**config.mk**
```make
export PLATFORM = sky130hd
export DESIGN_NAME = big_carry_gen
export DESIGN_NICKNAME = d
export VERILOG_FILES = /design/src/rtl/alu_pkg.sv /design/src/rtl/cla_group4.sv /design/src/rtl/big_carry_gen.sv
export SDC_FILE = /design/constraint.sdc
export NUM_CORES = 1
export LEC_CHECK = 0
export CAP_MARGIN = 40
export CORE_MARGIN = 5
export CORE_UTILIZATION = 25
export CTS_CLUSTER_SIZE = 30
export DETAILED_ROUTE_END_ITERATION = 8
export GPL_ROUTABILITY_DRIVEN = 0
export HOLD_SLACK_MARGIN = 0.03
export PLACE_DENSITY_LB_ADDON = 0.05
export SYNTH_ARGS = -nofsm -noshare
export SYNTH_HDL_FRONTEND = slang
export SYNTH_SLANG_ARGS = --single-unit
```
**constraint.sdc**
```tcl
create_clock -name clk -period 1.89 [get_ports clk]
set_input_delay 0.378 -clock clk [delete_from_list [all_inputs] [get_ports clk]]
set_output_delay 0.378 -clock clk [all_outputs]
set_load 0.05 [all_outputs]
```
**src/rtl/alu_pkg.sv**
```systemverilog
// ---------------------------------------------------------------------------
// alu_pkg
// Shared constants and helpers for the ALU adder path.
//   ALU_WIDTH   : default operand width
//   CLA_GROUP   : bits per first-level lookahead group
//   cla_carries : flattened 4-bit lookahead carries from bit g/p and a carry-in
// ---------------------------------------------------------------------------
package alu_pkg;

    localparam int ALU_WIDTH = 8;
    localparam int CLA_GROUP = 4;

    // Returns the carry out of each of the four bits, so bit j of the result
    // is the carry into bit j+1. Every term is a sum of products taken
    // directly from g/p/cin, with no term built from another carry.
    function automatic logic [3:0] cla_carries(
        input logic [3:0] g,
        input logic [3:0] p,
        input logic       cin
    );
        logic [3:0] c;
        c[0] = g[0]
             | (p[0] & cin);
        c[1] = g[1]
             | (p[1] & g[0])
             | (p[1] & p[0] & cin);
        c[2] = g[2]
             | (p[2] & g[1])
             | (p[2] & p[1] & g[0])
             | (p[2] & p[1] & p[0] & cin);
        c[3] = g[3]
             | (p[3] & g[2])
             | (p[3] & p[2] & g[1])
             | (p[3] & p[2] & p[1] & g[0])
             | (p[3] & p[2] & p[1] & p[0] & cin);
        return c;
    endfunction

endpackage

```
**src/rtl/cla_group4.sv**
```systemverilog
// ---------------------------------------------------------------------------
// cla_group4
// First-level 4-bit carry-lookahead group.
// Ports:
//   i_g, i_p : bit generate / propagate for the four bits of the group
//   i_cin    : carry into the lowest bit of the group
//   o_c      : carries out of bits 0..2 (the group's internal carries)
//   o_cout   : carry out of bit 3 (group carry-out)
//   o_gg     : group generate (group produces a carry regardless of i_cin)
//   o_gp     : group propagate (all four bits propagate)
// ---------------------------------------------------------------------------
module cla_group4
    import alu_pkg::*;
(
    input  logic [3:0] i_g,
    input  logic [3:0] i_p,
    input  logic       i_cin,
    output logic [2:0] o_c,
    output logic       o_cout,
    output logic       o_gg,
    output logic       o_gp
);

    logic [3:0] w_c;

    assign w_c    = cla_carries(i_g, i_p, i_cin);
    assign o_c    = w_c[2:0];
    assign o_cout = w_c[3];

    assign o_gg = i_g[3]
                | (i_p[3] & i_g[2])
                | (i_p[3] & i_p[2] & i_g[1])
                | (i_p[3] & i_p[2] & i_p[1] & i_g[0]);
    assign o_gp = &i_p;

endmodule

```
**src/rtl/big_carry_gen.sv**
```systemverilog
// ---------------------------------------------------------------------------
// big_carry_gen
// Two-level carry-lookahead carry generator for the ALU adder path.
// Ports:
//   clk, rst_n : clock and async active-low reset (registered outputs only)
//   a, b, cin  : operands and carry-in of a + b + cin
//   cout       : combinational carry-out (bit WIDTH of the full sum)
//   carries    : combinational carry out of every bit; carries[WIDTH-1]==cout
//   blk_g      : combinational block generate (a + b alone overflows)
//   blk_p      : combinational block propagate ((a ^ b) is all ones)
//   cout_q, blk_g_q, blk_p_q : registered copies, 1-cycle latency
// WIDTH must be a multiple of GROUP, and GROUP must be 4 (cla_group4).
// ---------------------------------------------------------------------------
module big_carry_gen
    import alu_pkg::*;
#(
    parameter int WIDTH = ALU_WIDTH,
    parameter int GROUP = CLA_GROUP
) (
    input  logic             clk,
    input  logic             rst_n,
    input  logic [WIDTH-1:0] a,
    input  logic [WIDTH-1:0] b,
    input  logic             cin,
    output logic             cout,
    output logic [WIDTH-1:0] carries,
    output logic             blk_g,
    output logic             blk_p,
    output logic             cout_q,
    output logic             blk_g_q,
    output logic             blk_p_q
);

    localparam int NGRP = WIDTH / GROUP;

    logic [WIDTH-1:0] w_g;
    logic [WIDTH-1:0] w_p;
    logic [NGRP-1:0]  w_gg;
    logic [NGRP-1:0]  w_gp;
    logic [NGRP-1:0]  w_grp_cin;
    logic             w_blk_g;
    logic             w_blk_p;
    logic             w_cout;

    logic             r_cout;
    logic             r_blk_g;
    logic             r_blk_p;

    assign w_g = a & b;
    assign w_p = a ^ b;

    // Second-level lookahead: carry into group k as a flat sum of products
    // over the group generate/propagate terms below it, never chaining
    // through another group's carry.
    function automatic logic grp_lookahead(
        input logic [NGRP-1:0] gg,
        input logic [NGRP-1:0] gp,
        input logic            c_in,
        input int              k
    );
        logic result;
        logic term;
        result = c_in;
        for (int j = 0; j < k; j++) begin
            result = result & gp[j];
        end
        for (int j = 0; j < k; j++) begin
            term = gg[j];
            for (int m = j + 1; m < k; m++) begin
                term = term & gp[m];
            end
            result = result | term;
        end
        return result;
    endfunction

    always_comb begin
        w_grp_cin = '0;
        for (int k = 0; k < NGRP; k++) begin
            w_grp_cin[k] = grp_lookahead(w_gg, w_gp, cin, k);
        end
    end

    for (genvar k = 0; k < NGRP; k++) begin : g_grp
        logic [2:0] w_c_int;
        logic       w_c_out;

        cla_group4 u_grp (
            .i_g    (w_g[k*GROUP +: GROUP]),
            .i_p    (w_p[k*GROUP +: GROUP]),
            .i_cin  (w_grp_cin[k]),
            .o_c    (w_c_int),
            .o_cout (w_c_out),
            .o_gg   (w_gg[k]),
            .o_gp   (w_gp[k])
        );

        assign carries[k*GROUP +: GROUP] = {w_c_out, w_c_int};
    end

    // Block generate is the lookahead across all groups with no carry-in.
    assign w_blk_g = grp_lookahead(w_gg, w_gp, 1'b0, NGRP);
    assign w_blk_p = &w_gp;
    assign w_cout  = w_blk_g | (w_blk_p & cin);

    assign cout  = w_cout;
    assign blk_g = w_blk_g;
    assign blk_p = w_blk_p;

    always_ff @(posedge clk or negedge rst_n) begin
        if (!rst_n) begin
            r_cout  <= 1'b0;
            r_blk_g <= 1'b0;
            r_blk_p <= 1'b0;
        end else begin
            r_cout  <= w_cout;
            r_blk_g <= w_blk_g;
            r_blk_p <= w_blk_p;
        end
    end

    assign cout_q  = r_cout;
    assign blk_g_q = r_blk_g;
    assign blk_p_q = r_blk_p;

endmodule

```
== After elaboration in Yosys (flattened, before gate mapping) ==
Index checks and enable logic that the tools add are counted.

* Bits in read-only memories: 0
* Bits in latches: 0
* Output and inout bits: 14
* Logic and storage cells: 66
* Memory bits (writable): 0
* Flip-flop bits (word level): 3
* Memories: 0
* Input port bits: 19

* Eq/ne operators: 0
* $add $sub $neg: 0
* Multipliers: 0
* Shift-type cells: 0
* Muxes and demuxes: 0
* Bitwise logic cells: 60
* Order comparisons: 0
* Div/mod/pow operators: 0
* Reductions and logical operators: 3

{| class="wikitable"
|+ Operators by type and width
! cell !! count
|-
| bitwise AND 1 bit || 35
|-
| OR 1 bit || 23
|-
| bitwise AND 8 bit || 1
|-
| AND reduction 4 bit || 2
|-
| AND reduction 8 bit || 1
|-
| XOR 8 bit || 1
|}

== Longest topological paths before layout ==
Gate-level depths: netlist of the first run.

* Word-level depth: 8
* Gate-level depth with buffers: 5
* Gate-level depth less buffers: 5

== By module ==
From an unflattened synthesis of the first run, not the netlist that was laid out.

* Cell total of the unflattened synthesis: 37
* Area, all modules: 339.1 um^2

{| class="wikitable"
|+ Modules (own cells, without submodules)
! module !! cells each !! area an instance (um^2) !! instances !! seq. area each (um^2)
|-
| big_carry_gen || 17 || 219.0 || 1 || 75.1
|-
| cla_group4 || 10 || 60.1 || 2 || 0.0
|}

== Worst setup path after synthesis of the first run ==
Ideal clock, no wire load.

* Path kind: in2out
* Start point: input a[0]
* End point: output cout
* Cell stages on the path: 4
* Path slack: -877 ps
* Buffers on the path: 0
* Arrival: 2,389 ps
* Required time: 1,512 ps
* Cells stage by stage: ha_1 -> a21o_1 -> a221oi_2 -> o21ai_0

* Cells in the longest elaborated chain, start to end: 6
* Elaborated cells between the ends (all ways): 9
* Those cells by class: bitwise: 8; reduce/logical: 1

{| class="wikitable"
|+ Ends and longest elaborated chain
! item !! RTL line !! text
|-
| start, declared || big_carry_gen.sv:22 || <nowiki>input logic [WIDTH-1:0] a,</nowiki>
|-
| bitwise AND 8 bit || big_carry_gen.sv:49 || <nowiki>assign w_g = a & b;</nowiki>
|-
| bitwise AND 1 bit || cla_group4.sv:33 || <nowiki>| (i_p[3] & i_p[2] & i_p[1] & i_g[0]);</nowiki>
|-
| OR 1 bit || cla_group4.sv:33 ||
|-
| bitwise AND 1 bit || big_carry_gen.sv:70 || <nowiki>term = term & gp[m];</nowiki>
|-
| OR 1 bit || big_carry_gen.sv:72 || <nowiki>result = result | term;</nowiki>
|-
| OR 1 bit (*) || big_carry_gen.sv:104 || <nowiki>assign w_cout = w_blk_g | (w_blk_p & cin);</nowiki>
|-
| end, declared || big_carry_gen.sv:25 || <nowiki>output logic cout,</nowiki>
|}

Every way passes the cells marked *; elsewhere a longest branch is shown, timed or not.

== Final worst setup path of the first run ==
* Start point: input b[2]
* End point: output carries[5]

* Cells in the longest elaborated chain, start to end: 8
* Elaborated cells between the ends (all ways): 15
* Those cells by class: bitwise: 14; reduce/logical: 1

{| class="wikitable"
|+ Ends and longest elaborated chain
! item !! RTL line !! text
|-
| start, declared || big_carry_gen.sv:23 || <nowiki>input logic [WIDTH-1:0] b,</nowiki>
|-
| bitwise AND 8 bit or XOR 8 bit (tied branches) || big_carry_gen.sv:49, big_carry_gen.sv:50 ||
|-
| bitwise AND 1 bit, on equally long branches || cla_group4.sv:31, cla_group4.sv:32, cla_group4.sv:33 ||
|-
| OR 1 bit (tied with other cells) || cla_group4.sv:31 || <nowiki>| (i_p[3] & i_g[2])</nowiki>
|-
| OR 1 bit or bitwise AND 1 bit (tied branches) || cla_group4.sv:32, cla_group4.sv:33 ||
|-
| OR 1 bit || cla_group4.sv:33 ||
|-
| OR 1 bit (*) || big_carry_gen.sv:72 ||
|-
| bitwise AND 1 bit (*) || alu_pkg.sv:26 || <nowiki>| (p[1] & p[0] & cin);</nowiki>
|-
| OR 1 bit (*) || alu_pkg.sv:26 ||
|-
| end, declared || big_carry_gen.sv:26 || <nowiki>output logic [WIDTH-1:0] carries,</nowiki>
|}

Marks and branches as above.

==> results of run 1 <==
## per-stage QoR
step,instance area (um^2),TNS (ns),util (%)
after floorplan,430,-0.277,-
after global placement,887,-5.21,69.0
after detailed placement,887,-5.37,69.0
after CTS,1110,-0.700,86.1
after global routing,1120,-1.15,87.4
final,1120,-0.806,87.4
## cell families after synthesis
logic type / after synthesis
compound gates: 16
fa+ha+maj: 8
simple gates: 5
buf+inv: 3
flops: 3
## worst paths after layout
| kind | end | cells after the start | from |
|---|---|---|---|
| worst max-delay path | carries[5] | 7 | b[2] |
| max in group asynchronous | blk_p_q$_DFF_PN0_ | 1 | rst_n |
| min in group clk | blk_p_q$_DFF_PN0_ | 5 | a[0] |
| worst min-delay path | blk_g_q$_DFF_PN0_ | 1 | rst_n |
## layout by cell type, fill, tap and decap left out, drive strengths merged, types with 2 or more instances in the layout
| master | Yosys | layout |
|---|---|---|
| a21o | 7 | 7 |
| buf | 2 | 47 |
| clkdlybuf4s15 | 0 | 2 |
| clkbuf | 0 | 9 |
| ha | 8 | 8 |
| a221oi | 2 | 2 |
| dfrtp | 3 | 3 |
| clkdlybuf4s50 | 0 | 4 |
| o21ai | 4 | 4 |
## cell type report
cell class / count / area, um^2 / area share [%]
tap: 15 / 18.8 / 1.67
clock buffer: 4 / 26.3 / 2.34
multi-input combinational: 29 / 469 / 41.8
inverter: 1 / 3.75 / 0.334
timing repair buffer: 59 / 531 / 47.2
sequential: 3 / 75.1 / 6.68
## report_power, final
| part | internal, W | leakage [nW] | switching [W] | total, W |
|---|---|---|---|---|
| logic | 0.000232 | 0.468 | 0.000244 | 0.000476 |
| registers | 0.0000701 | 0.0381 | 0.00000168 | 0.0000718 |
| clock network | 0.0000791 | 0.0150 | 0.0000336 | 0.000113 |
| total | 0.000381 | 0.521 | 0.000279 | 0.000661 |
## state kept, by name, indices dropped and copies added (netlist names)
| register | cells |
|---|---|
| blk_g_q | 1 |
| cout_q | 1 |
| blk_p_q | 1 |
## repair_timing
action / CTS / global route
setup buffers: 7 / 2
endpoints found under the setup margin: 11 / 9
endpoints found under the hold margin: 0 / 0
pin swaps: 20 / 9
hold buffers: 0 / 0
gates resized for setup: 75 / 14
## per-layer routing
| metal | vias to the layer above | track usage (%) |
|---|---|---|
| met5 | - | 0 |
| met2 | 21 | 34.1 |
| met4 | 0 | 11.6 |
| li1 | 262 | - |
| met1 | 251 | 17.2 |
| met3 | 0 | 3.07 |
==> qor.csv, run 1 <==
metric,value,unit
run status,"complete, but fails checks",
failing checks,negative setup slack,
first-pass GRT wire length,2640,um
RSZ-0062 raised after global routing,yes,
Min-Delay Path Class,input pin to async pin,
number of synthesis warnings,0,
multiplexer area fraction after synthesis,0,%
slowest cell delay on critical path,0.32,ns
Synth-to-Final Area Change,231,%
Routed Antenna Nets,0,
fin cells,111,
Total Nets Final,124,
Worst Path Buf+Inv,3,
IO buf count,32,
filler cell count,62,
number of flops mapped to enable cells by yosys,0,
Crit. End Element,output pin,
Arrival @ worst endpoint,1.70,ns
max cap viols,0,
diode count,0,
CP cell instances,"buf_6, ha_4, a21o_1, a221oi_4, inv_2, a31o_4, buf_8",
final setup margin,-0.183,ns
adder-cell share of the synthesized area,29.5,%
Die W,46.8,um
largest net degree at the start of global routing,5,
I/O Pins,33,
Final Cycle Share,110,%
Synth Area in Simple Gates,7.75,%
grt total ovfl,0,
ys async rst share,100,%
via density per instance,4.81,
CTS clock-pin slew for the worst setup and hold paths,0.04,ns
Yosys top cell area share,29.5,%
Sink Count,3,
Setup WS pre-CTS,-0.590,ns
"area leader, netlist",ha_1,
ys flop type,dfrtp_1,
#FFs+latches synth,3,
First DRT Iteration DRCs,6,
Num CTS Buffers,3,
total core area,1280,um^2
Synth Area per Inst,9.69,um^2
Worst Tran Pin Value,0.491,ns
Met3 Routed Length,118,um
DRT Pass-1 Iters,4,
Mapped Nets,62,
xor-xnor portion of the synthesized cell area,0,%
CP Data Required Time,1.51,ns
Crit Path Max Fanout,3,
"Cell Area, Synth",339,um^2
Worst VDD drop,345,uV
most common cell in the netlist,ha_1,
final max-slew violation count,0,
Final HPWL DP,1080,um
Highest Clock Rate,482,MHz
vias in the first global route,603,
CTS Buffer Depth,2,
Die Area,2190,um^2
power consumption,0.000661,W
max_slew headroom,67.1,%
Starting Density,26.4,%
Root Buffer,clkbuf_4,
combinational family with the most area after synthesis,compound AO/OA/AOI/OAI gates,
CTS tree,built,
complex-gate fraction of the synthesized area,35.1,%
CP top delay family,compound AO/OA/AOI/OAI gates,
Top Layer Used,met3,
GR Util All Layers,17.9,%
Post-Syn Instances,35,
Leak Pwr,0.521,nW
Rows,13,
"Slowest-stage cell, CP",a221oi_4,
wire per inst,15.5,um
Final Setup Violations,8,
Pwr Density,588,nW/um^2
WS Path Type,input pin to output pin,
vias post-DR,534,
M1 WL,609,um
WL final,1720,um
H-tree depth,1,
sequential element share of the synthesized area,22.1,%
Final Hold Fails,0,
# DRC,0,
initial antenna violation count,0,
startpoint types,input pin,
placed cells,98,
Die Y,46.8,um
Final min period,2.07,ns
Yosys cell types,17,
"top cells by area, synth","ha_1, dfrtp_1, a21o_1",
hold_ws,0.337,ns
share of cells above drive strength 1,82.3,%
Commonest cells post-synth,"ha_1, a21o_1, o21ai_0, dfrtp_1",
WL met2,995,um
No activity file was read; power rests on OpenSTA's default activity.
==> run 2: changes to the inputs <==
--- a/config.mk
+++ b/config.mk
@@ -11,6 +11,7 @@
 export CTS_CLUSTER_SIZE = 30
 export DETAILED_ROUTE_END_ITERATION = 8
 export GPL_ROUTABILITY_DRIVEN = 0
+export GPL_TIMING_DRIVEN = 0
 export HOLD_SLACK_MARGIN = 0.03
 export PLACE_DENSITY_LB_ADDON = 0.05
 export SYNTH_ARGS = -nofsm -noshare
==> run 2 against run 1 <==
  * The flow still finishes with violations (negative setup slack)
  * Clock-buffer cell count unchanged
  * Setup slack lost 0.0039 ns
  * Cell area down 7.8%
  * Via count decreased by 5.8%
  * Combinational power fell by 6.1%
  * Sequential share of layout area grew 0.56 points
  * Critical path type unchanged
  * Critical endpoint unchanged
==> qor.csv, run 2 (synthesized netlist as in run 1, its figures left out) <==
metric,value,unit,change
CTS tree,built,,unchanged
First DRT Iteration DRCs,7,,was 6
CP Data Required Time,1.51,ns,about the same
Leak Pwr,0.454,nW,was 0.521 nW
Arrival @ worst endpoint,1.70,ns,about the same
Num CTS Buffers,3,,unchanged
grt total ovfl,0,,unchanged
"commonest non-fill, non-tap cell in the layout",buf_4,,unchanged
H-tree depth,1,,unchanged
DRT Pass-1 Iters,2,,was 4
WL final,1620,um,was 1720 um
Crit Path Max Fanout,3,,unchanged
Routed Antenna Nets,0,,unchanged
largest net degree at the start of global routing,5,,unchanged
Internal Power,0.000363,W,was 0.000381 W
share of cells above drive strength 1,75.3,%,was 82.3%
clock share of power,19.1,%,was 17.1%
Final min period,2.08,ns,was 2.07 ns
Sink Count,3,,unchanged
hold_ws,0.309,ns,was 0.337 ns
vias post-DR,503,,was 534
Flop pwr share,11.1,%,was 10.9%
vias in the first global route,551,,was 603
via density per instance,5.03,,was 4.81
Highest Clock Rate,481,MHz,was 482 MHz
CTS Buffer Depth,2,,unchanged
Hold Buf Count CTS,0,,unchanged
fin cells,100,,was 111
RSZ-0062 raised after global routing,yes,,unchanged
wire per inst,16.2,um,was 15.5 um
max_slew headroom,66.8,%,was 67.1%
diode count,0,,unchanged
I/O Pins,33,,unchanged
CTS clock-pin slew for the worst setup and hold paths,0.04,ns,about the same
Die Y,46.8,um,unchanged
placed cells,82,,was 98
Synth-to-Final Area Change,206,%,was 231%
final max-slew violation count,0,,unchanged
WS Path Type,input pin to output pin,,unchanged
Worst VDD drop,366,uV,was 345 uV
# DRC,0,,unchanged
Crit. End Element,output pin,,unchanged
Pwr Density,618,nW/um^2,was 588 nW/um^2
GR Util All Layers,15.8,%,was 17.9%
most frequent cells in the layout,"buf_4, buf_6, ha_4",,unchanged
max cap viols,0,,unchanged
initial antenna violation count,0,,unchanged
Final Cycle Share,110,%,about the same
Die Area,2190,um^2,unchanged
Total Nets Final,113,,was 124
Starting Density,26.4,%,unchanged
Rows,13,,unchanged
failing checks,negative setup slack,,unchanged
Final Setup Violations,7,,was 8
IO buf count,32,,unchanged
run status,"complete, but fails checks",,unchanged
final setup margin,-0.187,ns,was -0.183 ns
Final HPWL DP,861,um,was 1080 um
Worst Tran Pin Value,0.497,ns,was 0.491 ns
switch share,43.3,%,was 42.3%
first-pass GRT wire length,2340,um,was 2640 um
combinational share of power,69.8,%,was 72.1%
Sw Pwr,0.000277,W,was 0.000279 W
Die W,46.8,um,unchanged
Min-Delay Path Class,input pin to async pin,,unchanged
startpoint types,input pin,,unchanged
Root Buffer,clkbuf_4,,unchanged
total core area,1280,um^2,unchanged
Final Hold Fails,0,,unchanged
## run 2: changes by cell type in the layout (fill, tap and decap cells not counted), sizes merged
| cell | change |
|---|---|
| buf | -13 |
| clkdlybuf4s15 | +6 |
| clkbuf | -5 |
| dlygate4sd2 | +1 |
## run 2: through the flow
step | worst slack, ns | setup TNS [ns] | util [%] | cell area, um^2 | total power (W)
final | -0.187 | -1.04 | 80.6 | 1040 | 0.000640
after global routing | -0.231 | -1.36 | 80.6 | 1040 | 0.000669
after CTS | -0.206 | -0.873 | 78.2 | 1000 | 0.000608
after detailed placement | -1.23 | -11.00 | 59.9 | 769 | 0.000409
after global placement | -1.25 | -11.09 | 59.9 | 769 | 0.000410
after floorplan | -0.132 | -0.277 | - | 430 | 0.000297
## run 2: power groups by stage
stage	Combinational, W	Sequential [W]	Clock, W
after floorplan	0.000205	0.0000926	0
after global placement	0.000338	0.0000719	0
after detailed placement	0.000337	0.0000722	0
after CTS	0.000422	0.0000714	0.000114
after global routing	0.000468	0.0000715	0.000129
final	0.000447	0.0000712	0.000122
## run 2: path summary, 6_finish.rpt
path	startpoint	endpoint	slack, ns	cells past startpoint
max in group asynchronous	rst_n	blk_p_q$_DFF_PN0_	1.44	1
worst min-delay path	rst_n	blk_g_q$_DFF_PN0_	0.31	1
worst max-delay path	b[2]	carries[5]	-0.19	7
min in group clk	b[0]	blk_p_q$_DFF_PN0_	0.58	4
## run 2: cell type report
type                       instances  area [um^2]
sequential                         3         75.1
inverter                           1         3.75
buffer                             1         11.3
timing repair buffer              47          447
tap                               15         18.8
clock buffer                       4         26.3
multi-input combinational         29          454
fill                              79          249
## run 2: repair_timing
action / in CTS / in global routing
gates resized for setup: 137 / 5
endpoints found under the setup margin: 11 / 8
pin swaps: 18 / 1
buffers inserted: 14 / 1
## run 2: per-layer routing
| metal | track usage [%] | routed length [um] |
|---|---|---|
| met1 | 15.4 | 575 |
| met2 | 29.0 | 861 |
| met3 | 3.07 | 138 |
| met4 | 11.6 | 41 |
| met5 | 0 | 0 |
## run 2: worst max-delay path, stage by stage
cell	delay, ns
buf_6	0.10
ha_4	0.24
a21o_1	0.20
a221oi_4	0.31
inv_2	0.09
a31o_4	0.24
buf_8	0.14
